===== config.mk =====
export PLATFORM = sky130hd
export DESIGN_NAME = fetch_unit
export DESIGN_NICKNAME = d
export VERILOG_FILES = /design/src/rtl/fetch_unit.sv
export SDC_FILE = /design/constraint.sdc
export NUM_CORES = 1
export LEC_CHECK = 0
export ABC_AREA = 1
export BUFFER_PORTS_ARGS = -buffer_cell sky130_fd_sc_hd__buf_4
export CAP_MARGIN = 10
export CELL_PAD_IN_SITES_DETAIL_PLACEMENT = 2
export CELL_PAD_IN_SITES_GLOBAL_PLACEMENT = 2
export CORE_MARGIN = 2
export CORE_UTILIZATION = 33
export CTS_CLUSTER_DIAMETER = 30
export CTS_CLUSTER_SIZE = 16
export DETAILED_ROUTE_END_ITERATION = 16
export HOLD_SLACK_MARGIN = 0.1
export PLACE_DENSITY = 0.77
export SLEW_MARGIN = 10
export SYNTH_ARGS = -nofsm -noshare
export SYNTH_HDL_FRONTEND = slang
export SYNTH_SLANG_ARGS = --single-unit

===== constraint.sdc =====
create_clock -name clk -period 3.9 [get_ports clk]
set_input_delay 0.78 -clock clk [delete_from_list [all_inputs] [get_ports clk]]
set_output_delay 0.78 -clock clk [all_outputs]
set_load 0.02 [all_outputs]

===== src/rtl/fetch_unit.sv =====
// rtl/fetch_unit.sv - instruction fetch front end with prefetch queue and redirect handling
// Purpose: issues sequential word fetches to a variable-latency instruction memory.
//          Each returned word is tagged with its PC and buffered in an in-order
//          prefetch queue. The head of the queue is presented to the core.
//          A redirect flushes the queue and discards responses still in flight,
//          then restarts fetch at the new PC.
// Ports:
//   clk, rst                 clock (rising edge), asynchronous active-low reset
//   imem_req_valid/ready     fetch request handshake
//   imem_req_addr            word-aligned fetch address (always the current fetch PC)
//   imem_rsp_valid/data      in-order response word from instruction memory
//   redirect_valid/pc        restart fetch at redirect_pc (low two bits ignored)
//   instr_valid/ready        queue head handshake towards the core
//   instr, instr_pc          queue head word and its PC (registered)
module fetch_unit #(
   parameter logic [31:0] RESET_PC = 32'h0000_0000,
   parameter int unsigned DEPTH    = 2
) (
   input  logic        clk,
   input  logic        rst,
   output logic        imem_req_valid,
   input  logic        imem_req_ready,
   output logic [31:0] imem_req_addr,
   input  logic        imem_rsp_valid,
   input  logic [31:0] imem_rsp_data,
   input  logic        redirect_valid,
   input  logic [31:0] redirect_pc,
   output logic        instr_valid,
   input  logic        instr_ready,
   output logic [31:0] instr,
   output logic [31:0] instr_pc
);
   localparam int PW = (DEPTH > 1) ? $clog2(DEPTH) : 1;
   localparam int CW = $clog2(DEPTH + 1);

   logic [31:0]   fetch_pc_q, fetch_pc_d;
   logic [CW-1:0] outstanding_q, outstanding_d;
   logic [CW-1:0] discard_q, discard_d;
   logic [CW-1:0] count_q, count_d;
   logic [PW-1:0] tag_wr_q, tag_wr_d, tag_rd_q, tag_rd_d;
   logic [PW-1:0] head_q, head_d, tail_q, tail_d;
   logic [31:0]   tag_q   [DEPTH];
   logic [31:0]   tag_d   [DEPTH];
   logic [31:0]   qpc_q   [DEPTH];
   logic [31:0]   qpc_d   [DEPTH];
   logic [31:0]   qdata_q [DEPTH];
   logic [31:0]   qdata_d [DEPTH];

   logic          pop, rsp, keep, accept, req_ok;
   logic [CW:0]   occ;
   logic [1:0]    unused_redirect_lsb;

   assign unused_redirect_lsb = redirect_pc[1:0];

   function automatic logic [PW-1:0] ptr_inc(input logic [PW-1:0] p);
      return (p == PW'(DEPTH - 1)) ? '0 : p + PW'(1);
   endfunction

   always_comb begin
      pop    = (count_q != '0) & instr_ready;
      rsp    = imem_rsp_valid;
      // Credit check: a slot freed by this cycle's pop can be reused by this cycle's request.
      occ    = (CW+1)'(outstanding_q) + (CW+1)'(count_q) - (CW+1)'(pop);
      req_ok = rst & ~redirect_valid & (occ < (CW+1)'(DEPTH));
      accept = req_ok & imem_req_ready;
      // Responses belonging to pre-redirect requests (or arriving in a redirect cycle) are dropped.
      keep   = rsp & ~redirect_valid & (discard_q == '0);

      fetch_pc_d    = fetch_pc_q;
      outstanding_d = outstanding_q + CW'(accept) - CW'(rsp);
      discard_d     = discard_q;
      count_d       = count_q;
      tag_wr_d      = tag_wr_q;
      tag_rd_d      = tag_rd_q;
      head_d        = head_q;
      tail_d        = tail_q;
      tag_d         = tag_q;
      qpc_d         = qpc_q;
      qdata_d       = qdata_q;

      // The tag FIFO tracks every in-flight request, discarded or not, so tags
      // of dropped responses are consumed as those responses drain.
      if (accept) begin
         tag_d[tag_wr_q] = fetch_pc_q;
         tag_wr_d        = ptr_inc(tag_wr_q);
         fetch_pc_d      = fetch_pc_q + 32'd4;
      end
      if (rsp) begin
         tag_rd_d = ptr_inc(tag_rd_q);
      end

      if (redirect_valid) begin
         fetch_pc_d = {redirect_pc[31:2], 2'b00};
         discard_d  = outstanding_q - CW'(rsp);
         count_d    = '0;
         head_d     = '0;
         tail_d     = '0;
      end else begin
         if (rsp && (discard_q != '0)) begin
            discard_d = discard_q - CW'(1);
         end
         if (keep) begin
            qpc_d[tail_q]   = tag_q[tag_rd_q];
            qdata_d[tail_q] = imem_rsp_data;
            tail_d          = ptr_inc(tail_q);
         end
         if (pop) begin
            head_d = ptr_inc(head_q);
         end
         count_d = count_q + CW'(keep) - CW'(pop);
      end
   end

   always_ff @(posedge clk or negedge rst) begin
      if (!rst) begin
         fetch_pc_q    <= RESET_PC;
         outstanding_q <= '0;
         discard_q     <= '0;
         count_q       <= '0;
         tag_wr_q      <= '0;
         tag_rd_q      <= '0;
         head_q        <= '0;
         tail_q        <= '0;
         tag_q         <= '{default: '0};
         qpc_q         <= '{default: '0};
         qdata_q       <= '{default: '0};
      end else begin
         fetch_pc_q    <= fetch_pc_d;
         outstanding_q <= outstanding_d;
         discard_q     <= discard_d;
         count_q       <= count_d;
         tag_wr_q      <= tag_wr_d;
         tag_rd_q      <= tag_rd_d;
         head_q        <= head_d;
         tail_q        <= tail_d;
         tag_q         <= tag_d;
         qpc_q         <= qpc_d;
         qdata_q       <= qdata_d;
      end
   end

   assign imem_req_valid = req_ok;
   assign imem_req_addr  = fetch_pc_q;
   assign instr_valid    = (count_q != '0);
   // Head is gated so the outputs read zero whenever the queue is empty.
   assign instr          = instr_valid ? qdata_q[head_q] : 32'h0;
   assign instr_pc       = instr_valid ? qpc_q[head_q]   : 32'h0;

   a_rsp_with_outstanding: assert property (@(posedge clk) disable iff (!rst)
      imem_rsp_valid |-> (outstanding_q != '0));
   a_discard_bound: assert property (@(posedge clk) disable iff (!rst)
      discard_q <= outstanding_q);
   a_occupancy_bound: assert property (@(posedge clk) disable iff (!rst)
      ((CW+1)'(outstanding_q) + (CW+1)'(count_q)) <= (CW+1)'(DEPTH));
endmodule


---- After elaboration in Yosys (flattened, before gate mapping) ----
Index checks and enable logic that the tools add are counted.
operators by class
  bitwise logic cells ..................... 11
  order comparisons ....................... 7
  muxes and demuxes ....................... 31
  $add $sub $neg .......................... 13
  reductions and logical operators ........ 11
operators by type and width
  kind                   number
  $mux 32                15
  $bwmux 64              3
  $demux 32 s1           2
  $add 32x3->32 const B  1
  $reduce_bool 2->1      6
  $ge 2x2->1 const B     4
  $mux 1                 8
  $not 1->2              4
  $and 1x1->1            6
  $mux 2                 3
  $sub 2x1->2            3
  $add 1x1->1 const B    4
  $add 2x1->2            2
  $lt 2x1->1 const B     2
  $add 2x2->3            1
  $logic_and 1x1->1      3
  $lt 3x2->1 const B     1
  $sub 3x1->3            1
  $logic_not 2->1        1
  $reduce_and 2->1       1
  $sub 2x1->2 const B    1
  $not 1->1              1
storage, ports and cells
  output and inout port bits .............. 98
  input bits .............................. 70
  register bits after elaboration ......... 234
  word-level logic and storage cells ...... 87

---- Depth between registers and ports, before layout ----
Gate-level depths: netlist (run 1).
  depth after elaboration ................. 8
  depth in mapped cells ................... 14
  gate-level depth less buffers ........... 13

---- Least setup slack after synthesis (run 1) ----
OpenSTA, ideal clock, no wires.
  path type ............................... input to register
  start ................................... input port instr_ready
  end ..................................... register outstanding_q[1]
  stages on the path ...................... 14
  setup time .............................. 123 ps
  arrival ................................. 2919 ps
  data required time ...................... 3777 ps
  buffers on the path ..................... 1
  path slack .............................. 859 ps
  path through ............................ inv_1 > nor2_1 > ha_1 > inv_1 > nand2_1 > fa_1 > nand2_1 > nor2_4 > nand3_2 > buf_1 > ha_1 > inv_1 > ha_1 > xnor2_1
between the ends
  word-level cells in the longest chain between the ends .. 7
ends and longest elaborated chain
  what                        line  source
  start, declared             29    input logic instr_ready,
  $and 1x1->1                 60    pop = (count_q != '0) & instr_ready;
  $sub 3x1->3                 63    occ = (CW+1)'(outstanding_q) + (CW+1)'(count_q) - (CW+1)'(pop);
  $lt 3x2->1                  64    req_ok = rst & ~redirect_valid & (occ < (CW+1)'(DEPTH));
  $and 1x1->1                 64
  $and 1x1->1                 65    accept = req_ok & imem_req_ready;
  $add 2x1->2                 70    outstanding_d = outstanding_q + CW'(accept) - CW'(rsp);
  $sub 2x1->2                 70
  named net outstanding_d[1]  37    logic [CW-1:0] outstanding_q, outstanding_d;
  end signal, assigned        129   outstanding_q <= outstanding_d;
  end, declared               37
The timed path passes the listed nets, and every way through them passes these cells.
A chain may end at the register's enable or synchronous reset.

---- Final worst setup path (run 1) ----
  start ................................... register count_q[1]
  end ..................................... output port imem_req_valid
between the ends
  word-level cells in the longest chain between the ends .. 5
  elaborated cells between the ends (all ways) .. 6
  classes of those cells .................. 2 x add/sub; 1 x order compare; 2 x bitwise; 1 x reduce/logical
ends and longest elaborated chain
  what                                                 line  source
  start, declared                                      39    logic [CW-1:0] count_q, count_d;
  start signal, assigned                               131   count_q <= count_d;
  branches (longest 2 deep; another with $add 2x2->3)  --
  $sub 3x1->3 *                                        63
  $lt 3x2->1 *                                         64
  $and 1x1->1 *                                        64
  end, declared                                        21    output logic imem_req_valid,
Every way passes the cells marked *.

==> impl_metrics.yaml, run 1 <==
run_status:
  outcome: "finished, final reports clean"
logic_synthesis:
  yosys-top-cells-area: "dfrtp_1, nand2_1, o21ai_0"
  synth_area_um2: 10800
  async_flop_share_pct: 100
  syn_inst: 1348
  synth_top_area_share_pct: 51.7
  ys_seq_elements: 224
  avgSynthCellArea_um2: 8.04
  synth_cell_types: 25
  yosysTopAreaCell: "dfrtp_1"
  ys_seq_area_share_pct: 51.7
  synth_edf_count: 0
  synth_commonest_cells: "nand2_1, dfrtp_1, o21ai_0"
  yosys_warnings: 0
  ys.flop_type: "dfrtp_1"
  synth.most_common_cell: "nand2_1"
worst_setup_path:
  path_class: "reg -> out"
  cp.arrival_ns: 2.67
  crit_fanout: 3
  start_kind: "flop"
  required_ns: 3.12
  critPathMostFrequentCell: "nand2_1"
  cp-end-kind: "output pin"
  worstPathCellList: "nor2_2, nor2_1, ha_1, inv_1, nand2_1, fa_1, nand2_1, nor2_4, nand2_1, inv_1, buf_4"
  critPathSlowestCell: "fa_1"
  max_stage_delay_ns: 0.48
cells_and_area:
  n_antenna_cell: 0
  final_nets: 1593
  syn_to_final_growth_pct: 32.6
  fin_util_pct: 44.3
  stdcell_area_um2: 14400
  layout-drive-gt1-share_pct: 22.4
sta:
  slew_violations: 0
  post-route-period-util_pct: 88.5
  hold_violations: 0
  post-route-min-period_ns: 3.45
  whs_ns: 0.137
  tightest_slew_ns: 0.813
  max_freq_mhz: 290
  setup_tns_ns: 0
  clock_skew_ns: 0.0111
  relSlewSlack_pct: 45.8
  setup_violations: 0
  rsz0062_at_grt: "no"
route:
  vias: 9807
  drc_errors: 0
  vias_per_cell: 4.90
  antenna_left: 0
  wl_per_cell_um: 18.6
  drt_iter0_drc: 411
  wirelength_um: 37300
  first_pass_iters: 4
die:
  pin_count: 168
  die_area_um2: 34300
  chipHeight_um: 185
  rows: 66
  core_um2: 32500
  floorplan.initialDensity_pct: 33.4
  die_w_um: 185
placement:
  hpwl_um: 22900
  gp_congestion: 0.788
  placed_cell_area_um2: 12400
  io_buffers: 161
clock_network:
  clkTransAtPathRegs_ns: 0.05
  post_cts_resize_count: 0
  insertion_delay_ns: 0.56
  cts.sinks: 224
  htree_levels: 2
  cts_root_buffer: "clkbuf_16"
  numCtsBuffers: 56
  postCtsSetupBuffers: 0
  postCtsHoldBufs: 0
  cts_tree: "done"
  clockBufferDepth: 3
min_path:
  hp-class: "in -> async"
power_and_ir_drop:
  fin_total_pwr_w: 0.0123
  power.leakage_nw: 7.24
  pwr_density_cell_nw_per_um2: 855
  ir_drop_mv: 0.329
grt:
  grt.overflow.total: 0
  antenna_found_initial: 0
  grt_start_max_net_pins: 95
  grt_pass1_vias: 10900
  grt_first_pass_wirelength_um: 60800
  gr-usage-all-layers_pct: 22.4
flow_run:
  maxCapViolations: 0
[area by class of cell]
type | count | area [um^2]
Fill cell | 3600 | 18100
Sequential cell | 224 | 5610
Multi-Input combinational cell | 917 | 4370
Clock buffer | 69 | 1560
Timing Repair Buffer | 181 | 1390
Tap cell | 442 | 553
Inverter | 134 | 503
Clock inverter | 34 | 388
[through the flow]
step / worst slack, ns / cells
after CTS: 0.389 / 2001
after global routing: 0.223 / 2001
final: 0.447 / 2001
after floorplan: 0.859 / 1351
after global placement: 0.615 / 1898
after detailed placement: 0.482 / 1898
[cell usage in the layout, fill, tap and decap left out, types with 13 or more instances in the layout]
master	instances
nor2_1	44
clkinv_2	13
clkbuf_16	57
mux2_2	30
a21oi_1	65
o21ai_2	30
dfrtp_1	223
inv_1	134
o21ai_0	165
buf_4	178
nand2_1	479
nand3_1	67
[kinds of logic (layout without fill, tap and decap cells)]
logic type / after synthesis / after routing / share of synthesized area, %
XOR/XNOR: 11 / 11 / 0.889
flip-flops: 224 / 224 / 51.7
AND/OR/NAND/NOR: 599 / 599 / 21.7
other: 1 / 4 / 0.0346
adder cells (fa/ha/maj): 9 / 9 / 1.11
multiplexers: 30 / 30 / 3.12
buffers and inverters: 210 / 418 / 8.15
AO/OA/AOI/OAI: 264 / 264 / 13.2
[state kept, by name, indices dropped and copies added, names as in the netlist, 2 cells and up]
| register | flops |
|---|---|
| count_q | 2 |
| qdata_q | 64 |
| discard_q | 2 |
| imem_req_addr | 30 |
| tag_q | 60 |
| outstanding_q | 2 |
| qpc_q | 60 |
[layer usage]
metal / up-vias / track usage, % / routed length (um)
met4: 0 / 5.40 / 760
met1: 4952 / 30.5 / 17100
met3: 58 / 3.36 / 1300
li1: 4613 / - / -
met2: 184 / 37.4 / 18100
met5: - / 0 / 0
[critical path, delay by kind of cell (launching register included)]
family	cells	cell delay [ns]
DFF	1	0.44
buffers and inverters	3	0.30
and+or+nand+nor	6	0.61
adders and majority gates	2	0.75
[final timing paths]
path / slack, ns / to / start / depth (start not counted)
min in group clk: 0.45 / imem_req_addr[10] / redirect_pc[10] / 3
hold reg to reg: 0.47 / qpc_q[45] / qpc_q[45] / 2
max in group asynchronous: 2.21 / qpc_q[31] / rst / 3
setup reg to reg: 0.74 / tag_q[12] / count_q[1] / 15
setup / recovery: 0.45 / imem_req_valid / count_q[1] / 11
hold / removal: 0.14 / tag_q[15] / rst / 1
[power by group]
part / internal, W / switching, W / total [W]
logic: 0.00133 / 0.00238 / 0.00371
registers: 0.00327 / 0.000614 / 0.00389
clock network: 0.00323 / 0.00147 / 0.00469
total: 0.00783 / 0.00446 / 0.0123
Note: power is estimated with default switching activity, not from simulation.
==> run 2: changes to the inputs <==
Settings changed: CORE_MARGIN 2 to unset.
==> impl_metrics.yaml, run 2 (same netlist as run 1, synthesis figures left out) <==
run_status:
  outcome: "finished, final reports clean"
die:
  core_um2: 32000
  die_area_um2: 33600
  die_w_um: 183
  pin_count: 168
  rows: 65
  floorplan.initialDensity_pct: 33.9
  chipHeight_um: 183
power_and_ir_drop:
  switching_share_pct: 36.2
  p_clk_share_pct: 39.0
  pwr-share-seq_pct: 31.4
  ir_drop_mv: 0.321
  power.leakage_nw: 7.24
  power.switching_w: 0.00451
  comb_power_share_pct: 29.5
  internal-power_w: 0.00794
  pwr_density_cell_nw_per_um2: 863
sta:
  setup_tns_ns: 0
  setup_violations: 0
  relSlewSlack_pct: 31.4
  slew_violations: 0
  post-route-min-period_ns: 3.44
  post-route-period-util_pct: 88.3
  clock_skew_ns: 0.0209
  max_freq_mhz: 290
  rsz0062_at_grt: "no"
  hold_violations: 0
  tightest_slew_ns: 1.03
worst_setup_path:
  crit_fanout: 3
  rr_startpoint: "count_q[1]"
  critPathSlowestCell: "fa_1"
  r2r_cells: 12
  worst_r2r_endpoint: "tag_q[63]"
  max_stage_delay_ns: 0.48
  required_ns: 3.12
  worstPathCellList: "nor2_2, nor2_1, ha_1, inv_1, nand2_1, fa_1, nand2_1, nor2_4, nand2_1, inv_1, buf_4"
  cp.arrival_ns: 2.66
  critPathMostFrequentCell: "nand2_1"
  cp-end-kind: "output pin"
  start_kind: "flop"
  path_class: "reg -> out"
  r2r_slack_ns: 0.80
clock_network:
  clockBufferDepth: 3
  insertion_delay_ns: 0.57
  cts.sinks: 224
  numCtsBuffers: 58
  cts_root_buffer: "clkbuf_16"
  postCtsHoldBufs: 1
  htree_levels: 2
  cts_tree: "done"
  clkTransAtPathRegs_ns: 0.05
  postCtsSetupBuffers: 0
  post_cts_resize_count: 0
min_path:
  worstHoldPathCells: 3
  min_to: "imem_req_addr[16]"
  hp-class: "in -> reg"
  min_from: "redirect_pc[16]"
route:
  wl_met3_um: 1180
  vias_per_cell: 4.94
  vias: 9846
  top_layer_used: "met4"
  drc_errors: 0
  first_pass_iters: 4
  wl_met1_um: 17000
  route.met2.wl_um: 18000
  wl_per_cell_um: 18.5
  drt_iter0_drc: 506
  antenna_left: 0
  wirelength_um: 36900
cells_and_area:
  top_regs: "qdata_q (64), qpc_q (60), tag_q (60)"
  layout_commonest_cell: "nand2_1"
  layout_common_cells: "nand2_1, dfrtp_1, buf_4, o21ai_0, inv_1"
  top_register: "qdata_q"
  layout-drive-gt1-share_pct: 22.3
  final_nets: 1593
  fin_util_pct: 45.1
  n_antenna_cell: 0
  stdcell_area_um2: 14400
  largest_register_ffs: 64
  syn_to_final_growth_pct: 33.1
flow_run:
  maxCapViolations: 0
grt:
  antenna_found_initial: 0
  grt.overflow.total: 0
  grt_pass1_vias: 11100
  grt_start_max_net_pins: 168
  grt_first_pass_wirelength_um: 60300
  gr-usage-all-layers_pct: 22.7
placement:
  gp_congestion: 0.798
  hpwl_um: 22400
  placed_cell_area_um2: 12400
  io_buffers: 161
==> run 2: changes by cell type in the layout (fill, tap and decap cells not counted), moves of 2 or more <==
cell       before  now
clkinv_4        3    9
inv_16          2    0
buf_4         178  174
bufinv_16       6    8
clkinv_2       13    7
inv_6           1    3
clkbuf_8        9    5
==> run 2: final cells by class <==
| class | instances | area, um^2 |
|---|---|---|
| Inverter | 134 | 503 |
| Clock buffer | 67 | 1540 |
| Tap cell | 435 | 544 |
| Fill cell | 3579 | 17500 |
| Timing Repair Buffer | 179 | 1390 |
| Multi-Input combinational cell | 917 | 4370 |
| Sequential cell | 224 | 5610 |
| Clock inverter | 38 | 472 |
==> run 2: critical path: cells and delay by family (launching register included) <==
family / cells / cell delay [ns]
flops: 1 / 0.42
fa+ha+maj: 2 / 0.76
buf+inv: 3 / 0.30
simple gates: 6 / 0.61
==> run 2: worst max path at each step <==
stage                startpoint               end  slack (ns)  cells past startpoint
finish               count_q[1]    imem_req_valid        0.46                     11
global route         count_q[1]    imem_req_valid        0.25                     11
CTS                  count_q[1]    imem_req_valid        0.39                     11
detailed placement  instr_ready         tag_q[49]        0.48                     14
global placement    instr_ready         tag_q[40]        0.62                     14
floorplan           instr_ready  outstanding_q[1]        0.86                     14
==> run 2: layer usage <==
metal,vias up,global-route usage [%]
li1,4613,-
met1,4993,30.6
met2,183,37.7
met3,57,3.46
met4,0,6.23
met5,-,0
==> run 2: power by group through the flow <==
stage / clock (W) / sequential, W / combinational, W
global route: 0.00507 / 0.00402 / 0.00409
global placement: 0 / 0.00383 / 0.00344
floorplan: 0 / 0.00378 / 0.00228
detailed placement: 0 / 0.00389 / 0.00359
CTS: 0.00495 / 0.00391 / 0.00375
finish: 0.00486 / 0.00391 / 0.00368
==> run 2: through the flow <==
step	setup slack [ns]	total power, W	hold slack [ns]	std cells
after floorplan	0.859	0.00606	0.444	1351
after CTS	0.393	0.0126	0.421	1994
after global placement	0.617	0.00727	0.457	1888
after detailed placement	0.478	0.00749	0.461	1888
final	0.457	0.0124	0.440	1994
after global routing	0.255	0.0132	0.438	1994
==> run 3: changes to the inputs <==
Settings changed: CORE_UTILIZATION 33 to 36, PLACE_DENSITY 0.77 to 0.83.
Clock period 3.9 ns to 4.26 ns, I/O delays scaled along.
==> impl_metrics.yaml, run 3 (same netlist as run 1, synthesis figures left out) <==
run_status:
  outcome: "finished, final reports clean"
clock_network:
  numCtsBuffers: 57
  cts_tree: "done"
  cts.sinks: 224
  htree_levels: 2
  insertion_delay_ns: 0.57
  clockBufferDepth: 3
  clkTransAtPathRegs_ns: 0.05
  cts_root_buffer: "clkbuf_16"
  postCtsSetupBuffers: 0
power_and_ir_drop:
  p_clk_share_pct: 37.3
  pwr_density_cell_nw_per_um2: 812
  internal-power_w: 0.00713
  ir_drop_mv: 0.323
  switching_share_pct: 38.3
  power.leakage_nw: 7.21
  pwr-share-seq_pct: 31.7
  comb_power_share_pct: 31.1
  power.switching_w: 0.00443
worst_setup_path:
  path_class: "reg -> out"
  path_buf_inv: 3
  cp-end-kind: "output pin"
  required_ns: 3.41
  critPathSlowestCell: "fa_1"
  worstPathCellList: "nor2_2, nor2_1, ha_1, inv_1, nand2_1, fa_1, nand2_1, nor2_4, nand2_1, inv_1, buf_4"
  cp.arrival_ns: 2.88
  worst_path_dominant_cell_family: "adder cells"
  crit_fanout: 3
  start_kind: "flop"
  max_stage_delay_ns: 0.49
  critPathMostFrequentCell: "nand2_1"
  r2r_slack_ns: 0.77
placement:
  hpwl_um: 22900
  placed_cell_area_um2: 12300
  gp_congestion: 0.783
  dpl_worst_slack_ns: 0.709
  io_buffers: 161
sta:
  hold_violations: 0
  whs_ns: 0.480
  relSlewSlack_pct: 31.6
  clock_skew_ns: 0.0207
  setup_ws_ns: 0.531
  post-route-period-util_pct: 87.5
  post-route-min-period_ns: 3.73
  setup_tns_ns: 0
  rsz0062_at_grt: "no"
  setup_violations: 0
  slew_violations: 0
  max_freq_mhz: 268
  tightest_slew_ns: 1.03
die:
  rows: 63
  core_um2: 29600
  die_area_um2: 30800
  chipHeight_um: 176
  floorplan.initialDensity_pct: 36.6
  pin_count: 168
  die_w_um: 176
cells_and_area:
  final_nets: 1590
  seq_area_um2: 5610
  n_antenna_cell: 0
  top_register: "qdata_q"
  stdcell_area_um2: 14200
  layout_commonest_cell: "nand2_1"
  layout-drive-gt1-share_pct: 21.7
  multi_input_comb_area_um2: 4370
  layout_common_cells: "nand2_1, dfrtp_1, buf_4, o21ai_0, inv_1"
  top_regs: "qdata_q (64), qpc_q (60), tag_q (60)"
  nFillCells: 3306
  syn_to_final_growth_pct: 31.4
  largest_register_ffs: 64
grt:
  grt_first_pass_wirelength_um: 68100
  antenna_found_initial: 0
  gr-usage-all-layers_pct: 28.5
  grt_pass1_vias: 11900
  grt.overflow.total: 0
  grt_start_max_net_pins: 145
route:
  wirelength_um: 43400
  first_pass_iters: 4
  wl_per_cell_um: 22.3
  vias: 10300
  drt_iter0_drc: 574
  vias_per_cell: 5.28
  drc_errors: 0
  antenna_left: 0
min_path:
  hp-class: "reg -> reg"
flow_run:
  maxCapViolations: 0
==> run 3: worst paths after layout <==
| kind | cells after the start | startpoint | to |
|---|---|---|---|
| min reg2reg | 2 | qpc_q[36] | qpc_q[36] |
| max reg2reg | 15 | count_q[1] | tag_q[3] |
| max | 11 | count_q[1] | imem_req_valid |
| min in group asynchronous | 2 | rst | qdata_q[36] |
| max in group asynchronous | 3 | rst | tag_q[9] |
| min | 2 | qpc_q[36] | qpc_q[36] |
==> run 3: metal layers <==
| layer | GRT usage, % | share of wire (%) |
|---|---|---|
| met5 | 0 | 0 |
| met4 | 11.0 | 3.2 |
| met3 | 4.78 | 3.8 |
| met2 | 49.1 | 50 |
| met1 | 35.7 | 43 |
==> run 3: final cells by class <==
| class | instances | area share (%) |
|---|---|---|
| sequential | 224 | 39.4 |
| clock inverter | 27 | 2.24 |
| tap | 390 | 3.43 |
| multi-input combinational | 917 | 30.7 |
| timing repair buffer | 177 | 9.58 |
| clock buffer | 75 | 11.2 |
| inverter | 134 | 3.53 |
==> run 3: repair_timing <==
action | in CTS | in global routing
hold buffers | 1 | 0
endpoints found under the hold margin | 12 | 0
resized for setup | 0 | 0
==> run 3: power by group through the flow <==
stage,logic [W],clock network [W],registers [W]
after floorplan,0.00209,0,0.00346
after global placement,0.00313,0,0.00350
after detailed placement,0.00331,0,0.00358
after CTS,0.00361,0.00435,0.00365
after global routing,0.00390,0.00446,0.00374
final,0.00359,0.00431,0.00366
==> run 3: metrics by stage <==
stage	std cells	total power, W	utilization, %
2_1_floorplan	1351	0.00555	-
3_3_place_gp	1841	0.00662	41.6
3_5_place_dp	1841	0.00689	41.6
4_1_cts	1944	0.0116	48.1
5_1_grt	1944	0.0121	48.1
6_report	1944	0.0116	48.1
==> run 3: worst register-to-register path, cell delays in order (launching register included) <==
cell and delay, ns:
dfrtp_1 0.42, nor2_2 0.23, nor2_1 0.13, ha_1 0.32
inv_1 0.10, nand2_1 0.08, fa_1 0.44, nand2_1 0.16
nor2_4 0.05, nand3_2 0.10, buf_4 0.24, inv_1 0.10
nand2_1 0.09, buf_4 0.48, nand2_1 0.20, o21ai_0 0.20
